### config.mk
export PLATFORM = sky130hd
export DESIGN_NAME = functional_unit_flat
export DESIGN_NICKNAME = d
export VERILOG_FILES = /design/src/rtl/functional_unit_if.sv /design/src/rtl/functional_unit.sv /design/src/flat_wrapper.sv
export SDC_FILE = /design/constraint.sdc
export NUM_CORES = 1
export LEC_CHECK = 0
export CORE_ASPECT_RATIO = 1.1
export CORE_UTILIZATION = 25
export DETAILED_ROUTE_END_ITERATION = 12
export HOLD_SLACK_MARGIN = 0.02
export PLACE_DENSITY = 0.43
export SETUP_SLACK_MARGIN = 0.15
export SYNTH_ARGS = -nofsm -noshare
export SYNTH_HDL_FRONTEND = slang
export SYNTH_SLANG_ARGS = --single-unit
### constraint.sdc
create_clock -name clk -period 4.9 [get_ports clk]
set_input_delay 0.98 -clock clk [delete_from_list [all_inputs] [get_ports clk]]
set_output_delay 0.98 -clock clk [all_outputs]
set_load 0.005 [all_outputs]
### src/rtl/functional_unit_if.sv
// Issue and result bus between a reservation station / CDB arbiter and one functional unit.
// The unit takes the slave modport; the issuing side takes the master modport.
interface functional_unit_if;
  logic        new_instruction;
  logic [2:0]  instruction_tag;
  logic [31:0] a;
  logic [31:0] b;
  logic        functional_unit_ready;
  logic        fu_valid;
  logic [2:0]  fu_tag;
  logic [31:0] fu_value;
  logic        cdb_grant;
  logic [3:0]  occupancy;
  logic        tag_error;

  modport master (
    output new_instruction, instruction_tag, a, b, cdb_grant,
    input  functional_unit_ready, fu_valid, fu_tag, fu_value, occupancy, tag_error
  );

  modport slave (
    input  new_instruction, instruction_tag, a, b, cdb_grant,
    output functional_unit_ready, fu_valid, fu_tag, fu_value, occupancy, tag_error
  );
endinterface

### src/rtl/functional_unit.sv
// Pipelined add or multiply unit feeding a 2-entry result buffer that drains onto the CDB.
// The pipeline stalls only when its last stage holds a result and the buffer cannot take it.
module functional_unit #(
  parameter int ADD_OR_MUL = 0,
  parameter int LATENCY    = 2
) (
  input  logic             clk,
  input  logic             rst_n,
  functional_unit_if.slave bus
);

  localparam int DATA_W   = 32;
  localparam bit UNIT_BIT = (ADD_OR_MUL != 0);

  logic [LATENCY-1:0] vld_q, vld_d;
  logic [2:0]         tag_q [LATENCY];
  logic [DATA_W-1:0]  res_q [LATENCY];

  logic [2:0]         fifo_tag_q [2];
  logic [DATA_W-1:0]  fifo_val_q [2];
  logic               wptr_q, wptr_d;
  logic               rptr_q, rptr_d;
  logic [1:0]         cnt_q, cnt_d;
  logic [3:0]         occ_q, occ_d;
  logic               err_q, err_d;

  logic pop, push, advance, issue, accept, unit_ok, last_vld;

  // Only the low DATA_W bits are kept, so signedness of the operands does not matter.
  function automatic logic [DATA_W-1:0] compute(input logic [DATA_W-1:0] x,
                                                input logic [DATA_W-1:0] y);
    if (UNIT_BIT) return x * y;
    else          return x + y;
  endfunction

  always_comb begin
    last_vld = vld_q[LATENCY-1];
    unit_ok  = (bus.instruction_tag[2] == UNIT_BIT);
    pop      = (cnt_q != 2'd0) && bus.cdb_grant;
    advance  = !(last_vld && (cnt_q == 2'd2) && !pop);
    issue    = bus.new_instruction && advance;
    accept   = issue && unit_ok;
    push     = advance && last_vld;
  end

  always_comb begin
    vld_d = vld_q;
    if (advance) begin
      vld_d[0] = accept;
      for (int i = 1; i < LATENCY; i++) vld_d[i] = vld_q[i-1];
    end
    wptr_d = wptr_q ^ push;
    rptr_d = rptr_q ^ pop;
    cnt_d  = cnt_q + {1'b0, push} - {1'b0, pop};
    // A push only moves a result from the pipe into the buffer, so it leaves occupancy unchanged.
    occ_d  = occ_q + {3'b000, accept} - {3'b000, pop};
    err_d  = err_q | (issue && !unit_ok);
  end

  // ---- control state: stage valids, buffer pointers, counters ----
  always_ff @(posedge clk or negedge rst_n) begin
    if (!rst_n) begin
      vld_q  <= '0;
      wptr_q <= 1'b0;
      rptr_q <= 1'b0;
      cnt_q  <= 2'd0;
      occ_q  <= 4'd0;
      err_q  <= 1'b0;
    end else begin
      vld_q  <= vld_d;
      wptr_q <= wptr_d;
      rptr_q <= rptr_d;
      cnt_q  <= cnt_d;
      occ_q  <= occ_d;
      err_q  <= err_d;
    end
  end

  // ---- datapath: stage payloads and buffer entries, qualified by the valids above ----
  always_ff @(posedge clk) begin
    if (advance) begin
      tag_q[0] <= bus.instruction_tag;
      res_q[0] <= compute(bus.a, bus.b);
      for (int i = 1; i < LATENCY; i++) begin
        tag_q[i] <= tag_q[i-1];
        res_q[i] <= res_q[i-1];
      end
    end
    if (push) begin
      fifo_tag_q[wptr_q] <= tag_q[LATENCY-1];
      fifo_val_q[wptr_q] <= res_q[LATENCY-1];
    end
  end

  // ---- outputs: buffer head is masked to zero while empty ----
  always_comb begin
    bus.functional_unit_ready = advance;
    bus.fu_valid              = (cnt_q != 2'd0);
    bus.fu_tag                = bus.fu_valid ? fifo_tag_q[rptr_q] : 3'd0;
    bus.fu_value              = bus.fu_valid ? fifo_val_q[rptr_q] : '0;
    bus.occupancy             = occ_q;
    bus.tag_error             = err_q;
  end

endmodule

### src/flat_wrapper.sv
// flat-port wrapper written by rule: the top's interface ports become plain ports
module functional_unit_flat 
#(
  parameter int ADD_OR_MUL = 0,
  parameter int LATENCY    = 2
)
  (clk, rst_n, bus_new_instruction, bus_instruction_tag, bus_a, bus_b, bus_cdb_grant, bus_functional_unit_ready, bus_fu_valid, bus_fu_tag, bus_fu_value, bus_occupancy, bus_tag_error);
  functional_unit_if bus_i ();
  input  logic clk;
  input  logic rst_n;
  input wire logic [$bits(bus_i.new_instruction)-1:0] bus_new_instruction;
  input wire logic [$bits(bus_i.instruction_tag)-1:0] bus_instruction_tag;
  input wire logic [$bits(bus_i.a)-1:0] bus_a;
  input wire logic [$bits(bus_i.b)-1:0] bus_b;
  input wire logic [$bits(bus_i.cdb_grant)-1:0] bus_cdb_grant;
  output wire logic [$bits(bus_i.functional_unit_ready)-1:0] bus_functional_unit_ready;
  output wire logic [$bits(bus_i.fu_valid)-1:0] bus_fu_valid;
  output wire logic [$bits(bus_i.fu_tag)-1:0] bus_fu_tag;
  output wire logic [$bits(bus_i.fu_value)-1:0] bus_fu_value;
  output wire logic [$bits(bus_i.occupancy)-1:0] bus_occupancy;
  output wire logic [$bits(bus_i.tag_error)-1:0] bus_tag_error;
  assign bus_i.new_instruction = bus_new_instruction;
  assign bus_i.instruction_tag = bus_instruction_tag;
  assign bus_i.a = bus_a;
  assign bus_i.b = bus_b;
  assign bus_i.cdb_grant = bus_cdb_grant;
  assign bus_functional_unit_ready = bus_i.functional_unit_ready;
  assign bus_fu_valid = bus_i.fu_valid;
  assign bus_fu_tag = bus_i.fu_tag;
  assign bus_fu_value = bus_i.fu_value;
  assign bus_occupancy = bus_i.occupancy;
  assign bus_tag_error = bus_i.tag_error;
  functional_unit #(.ADD_OR_MUL(ADD_OR_MUL), .LATENCY(LATENCY)) u_core (.clk(clk), .rst_n(rst_n), .bus(bus_i));
endmodule
==> run metrics <==
deepest clock path buffer count 2; RSZ-0062 raised after global routing false; die span in y about 180 um; leak pwr ~0.0035 uW; Final Total Pwr roughly 4500 uW; Yosys top cell by area edfxtp_1; DR iter-0 viols about 210; setup violators final 0; Final min period approximately 3.5 ns; die width approximately 160 um; CTS clk-pin slew, worst paths approximately 0.06 ns; DRC 0; Clock Skew a little under 0.007 ns; Hold Buf Count CTS 0; clk_lat worst skew roughly 0.41 ns; Num CTS Buffers 17; Least-Margin Pin Slew roughly 1.1 ns; Synth Register Bits around 150; Final Hold Slack about 0.42 ns; Post-synth EDFFs 140; Initial Utilization 0.257; Vias 4,517; largest net degree at the start of global routing 39; syn_nets around 650; PwrDens between 400 and 500 nW/um^2; per-cell routed wire length 14.7 um; Post-synth top flop edfxtp_1; setup ws final 1.38 ns; Routed Antenna Nets 0; Syn Std Cell Area roughly 7200 sq um; Layout area overhead 28.8%; status finished clean; post-synthesis sequential area ratio 0.622; grt ovf 0; CP required between 3 and 4 ns; worst hold path type reg -> reg; WL final between 15 and 20 mm; CTS tree done; FF/Latch Area between 4000 and 5000 sq um; Yosys cell types 60; crit path launch type flip-flop; first-pass GRT wire length roughly 24 mm; Slew Viols, Final 0; GRT Resource Usage Total 0.106; clock root cell clkbuf_16; Worst slew margin 0.249; vias in the first global route 4,585; Post-Synthesis Cells 542; post-synthesis average cell area ~13 sq um; Setup Fix Bufs, Post-CTS 0; post-route cell area 9270 sq um; Setup CP Type reg -> out; Area after DPL 8690 sq um; Antenna Cells 0; Max rail drop VDD 266 uV; nets@finish between 700 and 800; Hold Fails Final Rpt 0; top-area cell type share of the netlist area 0.584; DIE AREA slightly below 30,000 sq um; Multi-input gate area roughly 2500 sq um; Final Wtd Congestion ~0.83; initial antenna violation count 0; Ys Warns 0; share of synthesized flip-flops with an asynchronous set or reset 0.0728; setup_tns 0 ns; Max Clk Rate approximately 280 MHz; CTS resizes 0; CP endpoint kind output pin; std cell rows 64; layout cells sized above 1 0.0841; H-tree Lvls 4; CP arrival ~2.5 ns; clk sinks around 150; FILL cells around 2,800; CP max FO 36; DR pass1 iterations 4; buffers added on ports 112; dpl hpwl between 10 and 15 mm; setup slack at placement 1.19 ns; core area 28,000 sq um; max_cap viols 0; I/O Pins 113; synth top area cells edfxtp_1, ha_1, mux2i_1; final period utilization 0.718; Vias/cell around 4.4
-- flip-flops by register name (all words and copies together) (netlist names) --
| signal | count |
|---|---|
| u_core.fifo_tag_q | 6 |
| u_core.wptr_q | 1 |
| u_core.res_q | 64 |
| u_core.rptr_q | 1 |
| u_core.fifo_val_q | 64 |
| u_core.cnt_q | 2 |
| u_core.bus.tag_error | 1 |
| u_core.bus.occupancy | 4 |
| u_core.tag_q | 6 |
| u_core.vld_q | 2 |
-- cells in the mapped netlist (all sizes together), types with 3 or more instances --
cell type	n
buf	17
nor3	6
nand2	38
dfrtp	11
and2	3
mux2i	36
edfxtp	140
a21o	9
a21oi	37
o211ai	4
xnor2	25
ha	39
nand3	14
inv	17
nor2	61
clkbuf	6
xor2	9
a211oi	4
nand4	6
o21ai	21
a31oi	5
a2111oi	3
-- power by group --
part           leakage (uW)  internal [uW]  switching, uW  total [uW]
registers           0.00151           1820            192        2010
logic               0.00168            681            574        1250
clock network      0.000279            792            486        1280
-- worst max-delay path, cell delays in order, from the launching register on --
cell and delay [ns]:
dfrtp_2 1.11, mux2i_1 0.28, nor2_1 0.20, clkdlybuf4s50_1 0.52
-- kinds of logic (layout without fill, tap and decap cells) --
| family | count (synthesis) | in the layout | share of synthesized area |
|---|---|---|---|
| AO/OA/AOI/OAI | 101 | 101 | 0.0972 |
| XOR/XNOR | 34 | 34 | 0.0414 |
| adder cells (fa/ha/maj) | 41 | 41 | 0.0734 |
| buffers and inverters | 40 | 164 | 0.0252 |
| flip-flops | 151 | 151 | 0.622 |
| multiplexers | 37 | 37 | 0.0516 |
| AND/OR/NAND/NOR | 138 | 138 | 0.0888 |
-- placed cells by master, fill, tap and decap left out, drive strengths merged, types with 2 or more instances in the layout --
master / count
a31oi: 5
clkbuf: 17
bufinv: 3
a311oi: 2
clkdlybuf4s50: 112
buf: 3
a21oi: 37
nand2: 38
fa: 2
o21ai: 21
o22ai: 2
clkinv: 8
edfxtp: 140
nand3: 14
xor2: 9
a2111oi: 3
a211oi: 4
nor2: 61
o211ai: 4
ha: 39
nor3: 6
a211o: 2
a21o: 9
dfrtp: 11
clkinvlp: 3
nand4: 6
and2: 3
xnor2: 25
o21a: 2
mux2i: 36
nor2b: 2
inv: 18
-- layout make-up --
cell class	count	area share
multi-input combinational	351	0.274
sequential	151	0.483
clock buffer	17	0.0459
tap	363	0.0490
clock inverter	15	0.0173
inverter	17	0.00688
timing repair buffer	115	0.123
-- path summary, 6_finish.rpt --
check,cells past startpoint,end,slack (ns),start
hold / removal,0,u_core.tag_q[0][4],0.42,u_core.tag_q[0][1]
hold reg to reg,0,u_core.tag_q[0][4],0.42,u_core.tag_q[0][1]
setup / recovery,3,bus_fu_value[14],1.38,u_core.rptr_q
max in group asynchronous,1,u_core.rptr_q,3.55,rst_n
setup reg to reg,9,u_core.bus.occupancy[1],2.60,u_core.cnt_q[0]
min in group asynchronous,1,u_core.bus.occupancy[3],0.94,rst_n
-- metrics by stage --
stage,instances,utilization
final,1029,0.331
after global routing,1029,0.331
after CTS,1029,0.331
after detailed placement,997,0.310
after global placement,997,0.310
after floorplan,542,-
-- routing by layer --
layer  up-vias  global-route usage  part of all wire
met5         -                   0                 0
met4         0              0.0404             0.018
met3        20              0.0242             0.041
met2       108               0.177              0.48
met1      2148               0.132              0.46
li1       2241                   -                 -
(Power assumes the default switching activity.)
